--- config.mk ---
export PLATFORM = sky130hd
export DESIGN_NAME = load_store_unit_flat
export DESIGN_NICKNAME = d
export VERILOG_FILES = /design/src/rtl/load_store_unit_if.sv /design/src/rtl/load_store_unit.sv /design/src/flat_wrapper.sv
export SDC_FILE = /design/constraint.sdc
export NUM_CORES = 1
export LEC_CHECK = 0
export ABC_AREA = 1
export BUFFER_PORTS_ARGS = -buffer_cell sky130_fd_sc_hd__buf_2
export CORE_ASPECT_RATIO = 0.6
export CORE_MARGIN = 2
export CORE_UTILIZATION = 53
export DETAILED_ROUTE_END_ITERATION = 10
export PLACE_DENSITY = 0.91
export SYNTH_ARGS = -nofsm -noshare
export SYNTH_HDL_FRONTEND = slang
export SYNTH_SLANG_ARGS = --single-unit
--- constraint.sdc ---
create_clock -name clk -period 5 [get_ports clk]
set_clock_uncertainty 0.1 [all_clocks]
set_input_delay 0.25 -clock clk [delete_from_list [all_inputs] [get_ports clk]]
set_output_delay 0.25 -clock clk [all_outputs]
set_load 0.1 [all_outputs]
--- src/rtl/load_store_unit_if.sv ---
// Bundle of exec-side request/response signals and the data-memory port of the
// load/store unit.
//   slave  : the LSU view (takes requests and mem responses, drives stall,
//            resp_*, fault_* and mem_*)
//   master : the environment view (exec stage plus memory), the mirror image
interface load_store_unit_if;
    // exec -> LSU request
    logic        req_valid;
    logic        req_load;
    logic [2:0]  req_funct3;
    logic [31:0] req_addr;
    logic [31:0] req_wdata;
    // LSU -> exec/writeback
    logic        stall;
    logic        resp_valid;
    logic [31:0] resp_rdata;
    logic        fault_access;
    logic        fault_timeout;
    // LSU <-> data memory
    logic        mem_req;
    logic        mem_we;
    logic [31:0] mem_addr;
    logic [3:0]  mem_wstrb;
    logic [31:0] mem_wdata;
    logic [31:0] mem_rdata;
    logic        mem_ready;

    modport slave (
        input  req_valid, req_load, req_funct3, req_addr, req_wdata,
        input  mem_rdata, mem_ready,
        output stall, resp_valid, resp_rdata, fault_access, fault_timeout,
        output mem_req, mem_we, mem_addr, mem_wstrb, mem_wdata
    );

    modport master (
        output req_valid, req_load, req_funct3, req_addr, req_wdata,
        output mem_rdata, mem_ready,
        input  stall, resp_valid, resp_rdata, fault_access, fault_timeout,
        input  mem_req, mem_we, mem_addr, mem_wstrb, mem_wdata
    );
endinterface

--- src/rtl/load_store_unit.sv ---
// RV32I load/store unit: accepts one memory access from exec, checks funct3
// and alignment, drives a word-addressed memory port with byte strobes, and
// returns sign/zero-extended load data. Stalls the core while busy.
// Ports:
//   clk, reset : core clock, synchronous active-high reset
//   bus        : load_store_unit_if.slave (request, response, faults, mem port)
// Parameter:
//   TIMEOUT    : cycles mem_req is held without mem_ready before abort (1..255)
module load_store_unit #(
    parameter int unsigned TIMEOUT = 255
) (
    input logic              clk,
    input logic              reset,
    load_store_unit_if.slave bus
);

    localparam int unsigned CNT_W = 8;
    localparam logic [CNT_W-1:0] CNT_LAST = CNT_W'(TIMEOUT - 1);

    typedef enum logic [1:0] {IDLE, BUSY, RESP, FAULT} state_t;

    state_t           state_q, state_d;
    logic [CNT_W-1:0] cnt_q, cnt_d;
    logic [2:0]       f3_q, f3_d;
    logic             load_q, load_d;
    logic [1:0]       addr_lo_q, addr_lo_d;

    logic        mem_req_q, mem_req_d;
    logic        mem_we_q, mem_we_d;
    logic [31:0] mem_addr_q, mem_addr_d;
    logic [3:0]  mem_wstrb_q, mem_wstrb_d;
    logic [31:0] mem_wdata_q, mem_wdata_d;
    logic        resp_valid_q, resp_valid_d;
    logic [31:0] resp_rdata_q, resp_rdata_d;
    logic        fault_access_q, fault_access_d;
    logic        fault_timeout_q, fault_timeout_d;

    logic        f3_ok;
    logic        aligned;
    logic [3:0]  st_strb;
    logic [31:0] st_wdata;
    logic [7:0]  ld_byte;
    logic [15:0] ld_half;
    logic [31:0] ld_data;

    // Request decode: funct3 legality, alignment, store lane placement.
    always_comb begin
        f3_ok    = 1'b0;
        aligned  = 1'b0;
        st_strb  = 4'b0000;
        st_wdata = 32'h0;
        case (bus.req_funct3)
            3'b000: begin
                f3_ok    = 1'b1;
                aligned  = 1'b1;
                st_strb  = 4'b0001 << bus.req_addr[1:0];
                st_wdata = {4{bus.req_wdata[7:0]}};
            end
            3'b001: begin
                f3_ok    = 1'b1;
                aligned  = ~bus.req_addr[0];
                st_strb  = bus.req_addr[1] ? 4'b1100 : 4'b0011;
                st_wdata = {2{bus.req_wdata[15:0]}};
            end
            3'b010: begin
                f3_ok    = 1'b1;
                aligned  = (bus.req_addr[1:0] == 2'b00);
                st_strb  = 4'b1111;
                st_wdata = bus.req_wdata;
            end
            3'b100: begin
                f3_ok   = bus.req_load;
                aligned = 1'b1;
            end
            3'b101: begin
                f3_ok   = bus.req_load;
                aligned = ~bus.req_addr[0];
            end
            default: ;
        endcase
    end

    // Load lane extraction and extension from the latched funct3/offset.
    always_comb begin
        case (addr_lo_q)
            2'd0:    ld_byte = bus.mem_rdata[7:0];
            2'd1:    ld_byte = bus.mem_rdata[15:8];
            2'd2:    ld_byte = bus.mem_rdata[23:16];
            default: ld_byte = bus.mem_rdata[31:24];
        endcase
        ld_half = addr_lo_q[1] ? bus.mem_rdata[31:16] : bus.mem_rdata[15:0];
        case (f3_q)
            3'b000:  ld_data = {{24{ld_byte[7]}}, ld_byte};
            3'b100:  ld_data = {24'h0, ld_byte};
            3'b001:  ld_data = {{16{ld_half[15]}}, ld_half};
            3'b101:  ld_data = {16'h0, ld_half};
            default: ld_data = bus.mem_rdata;
        endcase
    end

    // Next-state and registered-output logic.
    always_comb begin
        state_d         = state_q;
        cnt_d           = cnt_q;
        f3_d            = f3_q;
        load_d          = load_q;
        addr_lo_d       = addr_lo_q;
        mem_req_d       = mem_req_q;
        mem_we_d        = mem_we_q;
        mem_addr_d      = mem_addr_q;
        mem_wstrb_d     = mem_wstrb_q;
        mem_wdata_d     = mem_wdata_q;
        resp_valid_d    = 1'b0;
        resp_rdata_d    = resp_rdata_q;
        fault_access_d  = 1'b0;
        fault_timeout_d = 1'b0;

        case (state_q)
            IDLE: begin
                if (bus.req_valid) begin
                    if (!(f3_ok && aligned)) begin
                        fault_access_d = 1'b1;
                        state_d        = FAULT;
                    end else begin
                        state_d     = BUSY;
                        cnt_d       = '0;
                        f3_d        = bus.req_funct3;
                        load_d      = bus.req_load;
                        addr_lo_d   = bus.req_addr[1:0];
                        mem_req_d   = 1'b1;
                        mem_we_d    = ~bus.req_load;
                        mem_addr_d  = {bus.req_addr[31:2], 2'b00};
                        mem_wstrb_d = bus.req_load ? 4'b0000 : st_strb;
                        mem_wdata_d = bus.req_load ? 32'h0 : st_wdata;
                    end
                end
            end
            BUSY: begin
                // mem_ready wins over the timeout on the last allowed cycle.
                if (bus.mem_ready) begin
                    mem_req_d    = 1'b0;
                    resp_valid_d = 1'b1;
                    resp_rdata_d = load_q ? ld_data : 32'h0;
                    state_d      = RESP;
                end else if (cnt_q == CNT_LAST) begin
                    mem_req_d       = 1'b0;
                    fault_timeout_d = 1'b1;
                    state_d         = FAULT;
                end else begin
                    cnt_d = cnt_q + CNT_W'(1);
                end
            end
            RESP:    state_d = IDLE;
            FAULT:   state_d = IDLE;
            default: state_d = IDLE;
        endcase
    end

    // State and output registers.
    always_ff @(posedge clk) begin
        if (reset) begin
            state_q         <= IDLE;
            cnt_q           <= '0;
            f3_q            <= 3'b000;
            load_q          <= 1'b0;
            addr_lo_q       <= 2'b00;
            mem_req_q       <= 1'b0;
            mem_we_q        <= 1'b0;
            mem_addr_q      <= 32'h0;
            mem_wstrb_q     <= 4'b0000;
            mem_wdata_q     <= 32'h0;
            resp_valid_q    <= 1'b0;
            resp_rdata_q    <= 32'h0;
            fault_access_q  <= 1'b0;
            fault_timeout_q <= 1'b0;
        end else begin
            state_q         <= state_d;
            cnt_q           <= cnt_d;
            f3_q            <= f3_d;
            load_q          <= load_d;
            addr_lo_q       <= addr_lo_d;
            mem_req_q       <= mem_req_d;
            mem_we_q        <= mem_we_d;
            mem_addr_q      <= mem_addr_d;
            mem_wstrb_q     <= mem_wstrb_d;
            mem_wdata_q     <= mem_wdata_d;
            resp_valid_q    <= resp_valid_d;
            resp_rdata_q    <= resp_rdata_d;
            fault_access_q  <= fault_access_d;
            fault_timeout_q <= fault_timeout_d;
        end
    end

    // stall is combinational so the core is held in the request cycle itself.
    assign bus.stall         = ((state_q == IDLE) && bus.req_valid) || (state_q == BUSY);
    assign bus.mem_req       = mem_req_q;
    assign bus.mem_we        = mem_we_q;
    assign bus.mem_addr      = mem_addr_q;
    assign bus.mem_wstrb     = mem_wstrb_q;
    assign bus.mem_wdata     = mem_wdata_q;
    assign bus.resp_valid    = resp_valid_q;
    assign bus.resp_rdata    = resp_rdata_q;
    assign bus.fault_access  = fault_access_q;
    assign bus.fault_timeout = fault_timeout_q;

endmodule

--- src/flat_wrapper.sv ---
// flat-port wrapper written by rule: the top's interface ports become plain ports
module load_store_unit_flat 
#(
    parameter int unsigned TIMEOUT = 255
)
  (clk, reset, bus_req_valid, bus_req_load, bus_req_funct3, bus_req_addr, bus_req_wdata, bus_mem_rdata, bus_mem_ready, bus_stall, bus_resp_valid, bus_resp_rdata, bus_fault_access, bus_fault_timeout, bus_mem_req, bus_mem_we, bus_mem_addr, bus_mem_wstrb, bus_mem_wdata);
  load_store_unit_if bus_i ();
  input logic clk;
  input logic reset;
  input wire logic [$bits(bus_i.req_valid)-1:0] bus_req_valid;
  input wire logic [$bits(bus_i.req_load)-1:0] bus_req_load;
  input wire logic [$bits(bus_i.req_funct3)-1:0] bus_req_funct3;
  input wire logic [$bits(bus_i.req_addr)-1:0] bus_req_addr;
  input wire logic [$bits(bus_i.req_wdata)-1:0] bus_req_wdata;
  input wire logic [$bits(bus_i.mem_rdata)-1:0] bus_mem_rdata;
  input wire logic [$bits(bus_i.mem_ready)-1:0] bus_mem_ready;
  output wire logic [$bits(bus_i.stall)-1:0] bus_stall;
  output wire logic [$bits(bus_i.resp_valid)-1:0] bus_resp_valid;
  output wire logic [$bits(bus_i.resp_rdata)-1:0] bus_resp_rdata;
  output wire logic [$bits(bus_i.fault_access)-1:0] bus_fault_access;
  output wire logic [$bits(bus_i.fault_timeout)-1:0] bus_fault_timeout;
  output wire logic [$bits(bus_i.mem_req)-1:0] bus_mem_req;
  output wire logic [$bits(bus_i.mem_we)-1:0] bus_mem_we;
  output wire logic [$bits(bus_i.mem_addr)-1:0] bus_mem_addr;
  output wire logic [$bits(bus_i.mem_wstrb)-1:0] bus_mem_wstrb;
  output wire logic [$bits(bus_i.mem_wdata)-1:0] bus_mem_wdata;
  assign bus_i.req_valid = bus_req_valid;
  assign bus_i.req_load = bus_req_load;
  assign bus_i.req_funct3 = bus_req_funct3;
  assign bus_i.req_addr = bus_req_addr;
  assign bus_i.req_wdata = bus_req_wdata;
  assign bus_i.mem_rdata = bus_mem_rdata;
  assign bus_i.mem_ready = bus_mem_ready;
  assign bus_stall = bus_i.stall;
  assign bus_resp_valid = bus_i.resp_valid;
  assign bus_resp_rdata = bus_i.resp_rdata;
  assign bus_fault_access = bus_i.fault_access;
  assign bus_fault_timeout = bus_i.fault_timeout;
  assign bus_mem_req = bus_i.mem_req;
  assign bus_mem_we = bus_i.mem_we;
  assign bus_mem_addr = bus_i.mem_addr;
  assign bus_mem_wstrb = bus_i.mem_wstrb;
  assign bus_mem_wdata = bus_i.mem_wdata;
  load_store_unit #(.TIMEOUT(TIMEOUT)) u_core (.clk(clk), .reset(reset), .bus(bus_i));
endmodule
==> out/summary.log <==
[finish] net count of the finished layout 1143
[clock_tree] insertion delay of the later-clocked pin in the worst-skew pair 0.40 ns
[floorplanning] Starting Density 0.555
[setup_path] cell-by-cell listing of the critical path nor2_1, nand2_1, nor2_8, inv_4, nor2_1, nor2_1
[sta] smallest hold slack 0.00966 ns
[setup_path] type of element launching the critical path register
[placed_design] setup slack after placement 2.38 ns
[finish] ratio of cells with drive above 1 in the final layout 0.247
[detailed_routing] Total Wirelength 18.5 mm
[synthesis] EDFF count, synth 0
[synthesis] Async S/R FF share, synth 0
[global_route] global routing met3 resource utilization 0.0929
[run_status] outcome finished clean
[min_path] worst min-delay path category primary input to register
[clock_tree] # clock sinks 119
[setup_path] CP Max Fanout 75
[setup_path] Critical Path End Type register
[synthesis] mapped cell area 0.00558 sq mm
[sta] Setup Viol. Count Final 0
[synthesis] per-instance average area after synthesis 6.74 sq um
[detailed_routing] WL per Instance 15.6 microns
[placed_design] number of input and output port buffers inserted 207
[run] count of maximum capacitance violations 0
[detailed_routing] count of nets left with antenna violations after detail routing 0
[pwr] IR drop worst, VDD 0.282 mV
[global_route] vias in the first global route 6007
[detailed_routing] 1st-pass router iterations 5
[sta] Slew Limit Fails 0
[clock_tree] CTS tree built
[synthesis] Seq/Total Area, Yosys 0.427
[detailed_routing] vias 6458
[setup_path] CP arrival 2.81 ns
[sta] post-layout worst setup margin 2.38 ns
[clock_tree] largest buffer count on any clock path 2
[sta] number of hold-slack violations in the final timing report 0
[synthesis] number of instances in the synthesized netlist 828
[synthesis] Post-synth top flop sky130_fd_sc_hd__dfxtp_1
[setup_path] Max stage delay on crit path 0.74 ns
[clock_tree] Clock Pin Slew Worst Setup and Hold Paths 0.05 ns
[global_route] first-pass GRT wire length 29.2 mm
[global_route] largest net degree at the start of global routing 82
[pwr] leakage power 3.62 nW
[setup_path] reg-to-reg setup timing slack 2.38 ns
[pwr] power per standard cell area 360 mW/mm^2
[finish] antenna fix cells 0
[placed_design] final weighted congestion in routability-driven placement 0.929
[clock_tree] number of buffers inserted to repair setup after CTS 0
[finish] Cell Count, Final, Fillers Out 1184
[global_route] initial antenna violation count 0
[floorplanning] vertical die dimension 83.5 microns
[clock_tree] cts repair resizes 0
[floorplanning] boundary pin count 210
[clock_tree] cts bufs inserted 17
[sta] RSZ-0062 raised after global routing false
[floorplanning] die width 136 microns
[sta] slew of the pin with the lowest slew margin 0.984 ns
[floorplanning] die outline area 0.0114 sq mm
[detailed_routing] Iteration-0 DRC Markers 704
[setup_path] Setup CP Type register to register
[global_route] remaining global-route overflow 0
[clock_tree] H-tree level count 4
[sta] Fmax 382 MHz
[placed_design] Placed Cells 1124
[setup_path] Most common cell on crit path sky130_fd_sc_hd__nor2_1
[global_route] GRT Max-Usage Layer met2
[synthesis] count of different cell masters after synthesis 34
[sta] final total negative setup slack 0 ns
[sta] post-route clock period utilization 0.523
[global_route] total routing resource utilization after global routing 0.321
[pwr] total power after layout 2.69 mW
[setup_path] Crit path required time 5.19 ns
[sta] Final min period 2.62 ns
[floorplanning] floorplan core area 0.0101 sq mm
[finish] most common library cell in the layout ignoring fill and taps sky130_fd_sc_hd__buf_2
[detailed_routing] number of remaining DRC errors 0
[global_route] met2 Track Usage GR 0.485
[sta] worst rel slew slack 0.343
[placed_design] dpl hpwl 11.6 mm
[detailed_routing] Via-to-Cell Ratio 5.45
[floorplanning] number of rows created at floorplan 28
[synthesis] post-synthesis sequential element count 119
[clock_tree] clock tree root buffer cell sky130_fd_sc_hd__clkbuf_16
[setup_path] CP max-delay cell sky130_fd_sc_hd__nor2_8
[finish] top library cells by usage in the layout, fill and taps aside 207 x sky130_fd_sc_hd__buf_2, 194 x sky130_fd_sc_hd__nand2_1, 138 x sky130_fd_sc_hd__nor2_1
[finish] area growth from synthesis to final layout 33.9%
[synthesis] Synthesis Warnings 0
[finish] number of fill cells 730
[global_route] Global Route met1 Usage 0.431
==> synth_stat cells, drive strengths merged, types with 2 or more instances <==
master | n | area (sq um)
nand2 | 199 | 764
nor2 | 141 | 556
dfxtp | 119 | 2380
a21oi | 106 | 531
o21ai | 70 | 365
inv | 55 | 209
nand3 | 46 | 235
clkbuf | 30 | 113
buf | 18 | 125
nand3b | 16 | 120
nor3 | 11 | 55.1
or2 | 5 | 31.3
ha | 2 | 25.0
xor2 | 2 | 17.5
==> power by group <==
group          leakage, nW  internal, mW  switching, mW  total [mW]
clock                0.306         0.867          0.419        1.29
sequential           0.962         0.972         0.0179       0.990
combinational         2.35         0.101          0.311       0.412
==> layer usage <==
| metal | share of wire | wire length (microns) |
|---|---|---|
| met1 | 0.42 | 7700 |
| met2 | 0.44 | 8140 |
| met3 | 0.12 | 2190 |
| met4 | 0.025 | 457 |
| met5 | 0 | 0 |
==> flip-flops by register name, summed over array words and instances (netlist names) <==
name and cells:
u_core.addr_lo_q 2, u_core.bus.fault_access 1, u_core.bus.fault_timeout 1, u_core.bus.mem_addr 30, u_core.bus.mem_req 1, u_core.bus.mem_wdata 32
u_core.bus.mem_we 1, u_core.bus.mem_wstrb 4, u_core.bus.resp_rdata 32, u_core.bus.resp_valid 1, u_core.cnt_q 8, u_core.f3_q 3
u_core.load_q 1, u_core.state_q 2
==> stage by stage <==
step	instance area (sq um)	util
2_1_floorplan	5590	-
6_report	7470	0.743
4_1_cts	7470	0.743
3_5_place_dp	6560	0.652
5_1_grt	7470	0.743
3_3_place_gp	6560	0.652
==> layout make-up <==
type | count | area [sq um] | area share
clock buffer | 22 | 474 | 0.0635
clock inverter | 9 | 148 | 0.0198
inverter | 56 | 213 | 0.0285
multi-input combinational | 606 | 2750 | 0.368
sequential | 119 | 2380 | 0.319
tap | 135 | 169 | 0.0226
timing repair buffer | 237 | 1330 | 0.178
==> worst max-delay path, delay by kind of cell (launching register included) <==
kind	cells	cell delay, ns
DFF	1	0.33
and+or+nand+nor	5	1.51
buffers and inverters	1	0.50
==> path summary, 6_finish.rpt <==
kind,startpoint,endpoint,cells after the start
max,u_core.state_q[1]$_SDFFE_PP0P_,u_core.bus.mem_addr[27]$_SDFFE_PP0P_,6
min,bus_req_addr[25],u_core.bus.mem_addr[25]$_SDFFE_PP0P_,3
max reg2reg,u_core.state_q[1]$_SDFFE_PP0P_,u_core.bus.mem_addr[27]$_SDFFE_PP0P_,6
min reg2reg,u_core.bus.mem_wdata[7]$_SDFFE_PP0P_,u_core.bus.mem_wdata[7]$_SDFFE_PP0P_,2
==> cell families after synthesis <==
logic type	share of synthesized area
DFF	0.427
xor gates and xnor gates	0.00471
buffers and inverters	0.0807
adders and majority gates	0.00448
and+or+nand+nor	0.318
other	0.000672
AOI/OAI and AO/OA	0.165
==> timing repair <==
item	CTS	global route
setup endpoints to repair	0	0
hold buffers	29	0
hold endpoints to repair	29	0
(Power assumes the default switching activity.)
